`src/rtl/vga_fb_arbiter_if.sv`:
```
// Framebuffer RAM port plus pixel-writer handshake shared by the arbiter (master)
// and the RAM/writer side (slave).
interface vga_fb_arbiter_if #(
   parameter int AW = 17,
   parameter int DW = 12
);
   logic [AW-1:0] mem_addr;
   logic          mem_we;
   logic          mem_en;
   logic [DW-1:0] mem_wdata;
   logic [DW-1:0] mem_rdata;
   logic          wr_req;
   logic [AW-1:0] wr_addr;
   logic [DW-1:0] wr_data;
   logic          wr_ack;

   modport master (
      output mem_addr, mem_we, mem_en, mem_wdata, wr_ack,
      input  mem_rdata, wr_req, wr_addr, wr_data
   );

   modport slave (
      input  mem_addr, mem_we, mem_en, mem_wdata, wr_ack,
      output mem_rdata, wr_req, wr_addr, wr_data
   );
endinterface

```
`src/rtl/vga_fb_arbiter.sv`:
```
// Shares one single-port framebuffer RAM between VGA scan-out prefetch and a pixel writer.
// Scan-out fetch has strict priority; the writer receives every remaining memory slot.
module vga_fb_arbiter #(
   parameter int PIX_BITS     = 3,
   parameter int PIX_PER_WORD = 4,
   parameter int DW           = PIX_BITS * PIX_PER_WORD,
   parameter int AW           = 17,
   parameter int FRAME_WORDS  = 76800
) (
   input  logic                pixelClock,
   input  logic                nReset,
   input  logic                draw,
   input  logic                v_sync_signal,
   vga_fb_arbiter_if.master    bus,
   output logic [PIX_BITS-1:0] pixel,
   output logic                underrun
);
   localparam int            PW         = (PIX_PER_WORD > 1) ? $clog2(PIX_PER_WORD) : 1;
   localparam logic [AW-1:0] FRAME_END  = AW'(FRAME_WORDS);
   localparam logic [PW-1:0] LAST_PHASE = PW'(PIX_PER_WORD - 1);

   logic [AW-1:0] fptr;
   logic [PW-1:0] phase;
   logic [DW-1:0] sr;
   logic [DW-1:0] nxt;
   logic          sr_valid;
   logic          nxt_valid;
   logic          rd_inflight;
   logic [1:0]    occ;
   logic          fetch;
   logic          write;
   logic          consume;

   // Grant is combinational and gated by reset so the RAM sees no access while nReset is low.
   always_comb begin
      occ           = 2'(sr_valid) + 2'(nxt_valid) + 2'(rd_inflight);
      fetch         = nReset && !v_sync_signal && (occ < 2'd2) && (fptr < FRAME_END);
      write         = nReset && !fetch && bus.wr_req;
      consume       = draw && (phase == LAST_PHASE);
      bus.mem_en    = fetch || write;
      bus.mem_we    = write && (bus.wr_addr < FRAME_END);
      bus.mem_addr  = fetch ? fptr : (write ? bus.wr_addr : '0);
      bus.mem_wdata = write ? bus.wr_data : '0;
      bus.wr_ack    = write;
   end

   always_ff @(posedge pixelClock or negedge nReset) begin
      if (!nReset) begin
         fptr        <= '0;
         phase       <= '0;
         sr          <= '0;
         nxt         <= '0;
         sr_valid    <= 1'b0;
         nxt_valid   <= 1'b0;
         rd_inflight <= 1'b0;
         pixel       <= '0;
         underrun    <= 1'b0;
      end else if (v_sync_signal) begin
         // A read returning now belongs to the old frame and is dropped with the buffer.
         fptr        <= '0;
         phase       <= '0;
         sr_valid    <= 1'b0;
         nxt_valid   <= 1'b0;
         rd_inflight <= 1'b0;
         pixel       <= '0;
         underrun    <= 1'b0;
      end else begin
         rd_inflight <= fetch;
         if (fetch)
            fptr <= fptr + AW'(1);

         if (draw) begin
            phase <= (phase == LAST_PHASE) ? '0 : phase + PW'(1);
            if (sr_valid) begin
               pixel <= sr[PIX_BITS-1:0];
            end else begin
               pixel    <= '0;
               underrun <= 1'b1;
            end
         end else begin
            pixel <= '0;
         end

         if (consume) begin
            if (nxt_valid) begin
               sr        <= nxt;
               sr_valid  <= 1'b1;
               nxt       <= bus.mem_rdata;
               nxt_valid <= rd_inflight;
            end else if (rd_inflight) begin
               sr       <= bus.mem_rdata;
               sr_valid <= 1'b1;
            end else begin
               sr_valid <= 1'b0;
            end
         end else begin
            if (draw && sr_valid)
               sr <= sr >> PIX_BITS;
            if (rd_inflight) begin
               if (!sr_valid) begin
                  sr       <= bus.mem_rdata;
                  sr_valid <= 1'b1;
               end else begin
                  nxt       <= bus.mem_rdata;
                  nxt_valid <= 1'b1;
               end
            end
         end
      end
   end
endmodule
```
`src/flat_wrapper.sv`:
```
// flat-port wrapper written by rule: the top's interface ports become plain ports
module vga_fb_arbiter_flat 
#(
   parameter int PIX_BITS     = 3,
   parameter int PIX_PER_WORD = 4,
   parameter int DW           = PIX_BITS * PIX_PER_WORD,
   parameter int AW           = 17,
   parameter int FRAME_WORDS  = 76800
)
  (pixelClock, nReset, draw, v_sync_signal, pixel, underrun, bus_mem_addr, bus_mem_we, bus_mem_en, bus_mem_wdata, bus_wr_ack, bus_mem_rdata, bus_wr_req, bus_wr_addr, bus_wr_data);
  vga_fb_arbiter_if #(.AW(AW), .DW(DW)) bus_i ();
  input  logic pixelClock;
  input  logic nReset;
  input  logic draw;
  input  logic v_sync_signal;
  output logic [PIX_BITS-1:0] pixel;
  output logic underrun;
  output wire logic [$bits(bus_i.mem_addr)-1:0] bus_mem_addr;
  output wire logic [$bits(bus_i.mem_we)-1:0] bus_mem_we;
  output wire logic [$bits(bus_i.mem_en)-1:0] bus_mem_en;
  output wire logic [$bits(bus_i.mem_wdata)-1:0] bus_mem_wdata;
  output wire logic [$bits(bus_i.wr_ack)-1:0] bus_wr_ack;
  input wire logic [$bits(bus_i.mem_rdata)-1:0] bus_mem_rdata;
  input wire logic [$bits(bus_i.wr_req)-1:0] bus_wr_req;
  input wire logic [$bits(bus_i.wr_addr)-1:0] bus_wr_addr;
  input wire logic [$bits(bus_i.wr_data)-1:0] bus_wr_data;
  assign bus_mem_addr = bus_i.mem_addr;
  assign bus_mem_we = bus_i.mem_we;
  assign bus_mem_en = bus_i.mem_en;
  assign bus_mem_wdata = bus_i.mem_wdata;
  assign bus_wr_ack = bus_i.wr_ack;
  assign bus_i.mem_rdata = bus_mem_rdata;
  assign bus_i.wr_req = bus_wr_req;
  assign bus_i.wr_addr = bus_wr_addr;
  assign bus_i.wr_data = bus_wr_data;
  vga_fb_arbiter #(.PIX_BITS(PIX_BITS), .PIX_PER_WORD(PIX_PER_WORD), .DW(DW), .AW(AW), .FRAME_WORDS(FRAME_WORDS)) u_core (.pixelClock(pixelClock), .nReset(nReset), .draw(draw), .v_sync_signal(v_sync_signal), .bus(bus_i), .pixel(pixel), .underrun(underrun));
endmodule
```
`config.mk`:
```
export PLATFORM = sky130hd
export DESIGN_NAME = vga_fb_arbiter_flat
export DESIGN_NICKNAME = d
export VERILOG_FILES = /design/src/rtl/vga_fb_arbiter_if.sv /design/src/rtl/vga_fb_arbiter.sv /design/src/flat_wrapper.sv
export SDC_FILE = /design/constraint.sdc
export NUM_CORES = 1
export LEC_CHECK = 0
export ABC_AREA = 1
export BUFFER_PORTS_ARGS = -buffer_cell sky130_fd_sc_hd__buf_2
export CORE_ASPECT_RATIO = 1.1
export CORE_MARGIN = 4
export CORE_UTILIZATION = 56
export CTS_CLUSTER_SIZE = 25
export DETAILED_ROUTE_END_ITERATION = 8
export GPL_ROUTABILITY_DRIVEN = 0
export PLACE_DENSITY = 0.81
export SKIP_CTS_REPAIR_TIMING = 1
export SLEW_MARGIN = 20
export SYNTH_ARGS = -nofsm -noshare
export SYNTH_HDL_FRONTEND = slang
export SYNTH_SLANG_ARGS = --single-unit
```
`constraint.sdc`:
```
create_clock -name pixelClock -period 6.02 [get_ports pixelClock]
set_clock_uncertainty 0.2 [all_clocks]
set_input_delay 1.204 -clock pixelClock [delete_from_list [all_inputs] [get_ports pixelClock]]
set_output_delay 1.204 -clock pixelClock [all_outputs]
set_load 0.01 [all_outputs]
```
==> results.md <==
- Initial antenna violation count: 0
- Initial Util: 0.5813
- Grt ovf: 0
- Seq/Total Area, Yosys: 0.3964
- Post-route insts no fill: 614
- Nets: 587
- Routed Antenna Nets: 0
- CP Cell Sequence: buf_2, inv_2, nand4_1, a21oi_4, inv_2, nand2_4, o21ai_0, buf_2
- Horiz. Die Dim: 79.59 um
- Clk_lat worst skew: 300 ps
- Fmax: 220.0 MHz
- Routed vias/inst: 5.210
- Required time of the critical path: 4620 ps
- Post-Route WL: 7610 um
- Total track usage: 0.2366
- Via count: 3199
- Residual DRC: 0
- Final Hold Vio Count: 0
- Slew margin rel.: 0.4182
- Syn-to-layout area delta: 16.01%
- Reg clk slew, reported paths: 90 ps
- Worst EP arrival: 3140 ps
- Setup slack after layout: 1474 ps
- Top-area cell type share of the netlist area: 0.3964
- First DRT Iteration DRCs: 270
- FILL cells: 478
- #FFs+latches synth: 50
- Slew Viols, Final: 0
- Chip height: 86.75 um
- Worst min path class: reg2reg
- CP endpoint kind: output pin
- Setup CP Type: in2out
- Number of I/O port buffers: 81
- Crit-path slowest cell: a21oi_4
- Synth area leader: dfrtp_1
- Commonest non-fill, non-tap cell in the layout: nand2_1
- Part of the cycle the worst path needs: 0.7552
- Root Driver: clkbuf_8
- Largest net degree at the start of global routing: 31
- Syn_nets: 516
- DP HPWL: 5639 um
- Top FF cell, synth: dfrtp_1
- First-pass GRT wire length: 13050 um
- Setup TNS: 0 ps
- Die area: 0.006904 sq mm
- Crit-path max cell delay: 540 ps
- Post-layout min period: 4546 ps
- Io pins: 82
- H-tree levels: 2
- Status: finished, final reports clean
- Synth area leaders: dfrtp_1 40%, nand2_1 16%, inv_1 9.6%
- Max Root-Sink Buffers: 2
- WHS: 292.3 ps
- Placement Setup Slack: 1453 ps
- Share of cells above drive strength 1: 0.1911
- Mean Syn Cell Area: 6.760 sq um
- Core Box Area: 0.005430 sq mm
- Synth warnings: 0
- Leakage power: 2.089 nW
- Unique cell type count in the Yosys netlist: 30
- Worst-margin pin slew: 870.2 ps
- RSZ-0062 raised after global routing: no
- Antenna cells: 0
- Gate Count Post-Synth: 467
- Pre-antenna DRT Iters: 5
- Mapped cell area: 0.003157 sq mm
- Pwr dens: 212.1 mW/mm^2
- Count of final setup violators: 0
- Number of CTS-inserted buffers: 5
- Most frequent cells in the layout: 138 x nand2_1, 81 x inv_1, 81 x buf_2
- Worst VDD drop: 162.3 uV
- Critical Path Fanout Max: 24
- CTS tree: yes
- Wire length per cell: 12.39 um
- FP Rows: 28
- Maxcap violations: 0
- Post-synth EDFFs: 0
- Vias in the first global route: 2936
- Asr flop ratio synth: 1.000
- Clock sinks: 50
- Kind of start point of the critical path: input port
- Placed Cells incl. Taps: 606
==> cell families (layout without fill, tap and decap cells) <==
kind of cell | Yosys count | count (layout) | share of synthesized area
xor+xnor | 2 | 2 | 0.005550
fa+ha+maj | 3 | 3 | 0.01189
flops | 50 | 50 | 0.3964
simple gates | 226 | 226 | 0.3024
buf+inv | 102 | 174 | 0.1304
compound gates | 84 | 84 | 0.1534
==> state kept, by name, summed over array words and instances, names as in the netlist <==
| name | count |
|---|---|
| u_core.underrun | 1 |
| u_core.rd_inflight | 1 |
| u_core.pixel | 3 |
| u_core.fptr | 17 |
| u_core.phase | 2 |
| u_core.sr_valid | 1 |
| u_core.nxt_valid | 1 |
| u_core.nxt | 12 |
| u_core.sr | 12 |
==> power by group <==
group / switching, mW / internal, mW / leakage (nW)
clock: 0.111 / 0.0925 / 0.0472
sequential: 0.0268 / 0.388 / 0.643
combinational: 0.0991 / 0.0599 / 1.40
total: 0.236 / 0.540 / 2.09
==> cell type report <==
class,instances,area (sq um),area share
Inverter,84,315.3,0.08609
Timing Repair Buffer,82,412.9,0.1127
Multi-Input combinational cell,315,1494,0.4079
Clock buffer,6,82.58,0.02255
Sequential cell,50,1251,0.3416
Tap cell,75,93.84,0.02562
Clock inverter,2,12.51,0.003416
==> cell usage after synthesis (2+ instances only) <==
cell,instances
nand2_1,138
dfrtp_1,50
inv_1,81
a21oi_1,13
or2_2,2
nor3_1,4
o21bai_1,3
o211ai_1,10
nand4_1,18
o21ai_0,41
inv_2,3
a31oi_1,2
o21ai_1,11
buf_4,3
clkbuf_1,6
nor2_2,2
ha_1,3
buf_2,8
nor2_1,35
nand3_1,24
==> metal layers <==
metal / routed length [um] / track usage / up-vias
met1: 3150 / 0.2900 / 1445
met5: 0 / 0 / -
li1: - / - / 1621
met2: 3732 / 0.4199 / 127
met3: 648 / 0.04574 / 6
met4: 79 / 0.07031 / 0
==> stage by stage <==
step                      cell area [sq um]    util  power, mW
after floorplan                        3157       -     0.5240
after global placement                 3567  0.6569     0.5741
after detailed placement               3567  0.6569     0.5801
after CTS                              3662  0.6744     0.7844
after global routing                   3662  0.6744     0.8299
final                                  3662  0.6744     0.7767
==> critical path, delay by kind of cell <==
family / cells / cell delay (ps)
simple gates: 2 / 420
buf+inv: 4 / 850
compound gates: 2 / 640
==> path summary, 6_finish.rpt <==
| kind | from | end | slack (ps) | cells past startpoint |
|---|---|---|---|---|
| max | v_sync_signal | bus_mem_addr[14] | 1470 | 8 |
| min | u_core.sr[9] | u_core.sr[9] | 290 | 2 |
| max reg2reg | u_core.phase[0] | u_core.sr[7] | 3280 | 8 |
| min reg2reg | u_core.sr[9] | u_core.sr[9] | 290 | 2 |
| max in group asynchronous | nReset | u_core.fptr[3] | 4180 | 2 |
| min in group asynchronous | nReset | u_core.nxt[3] | 660 | 1 |
Power figures use the tool's default switching activity.
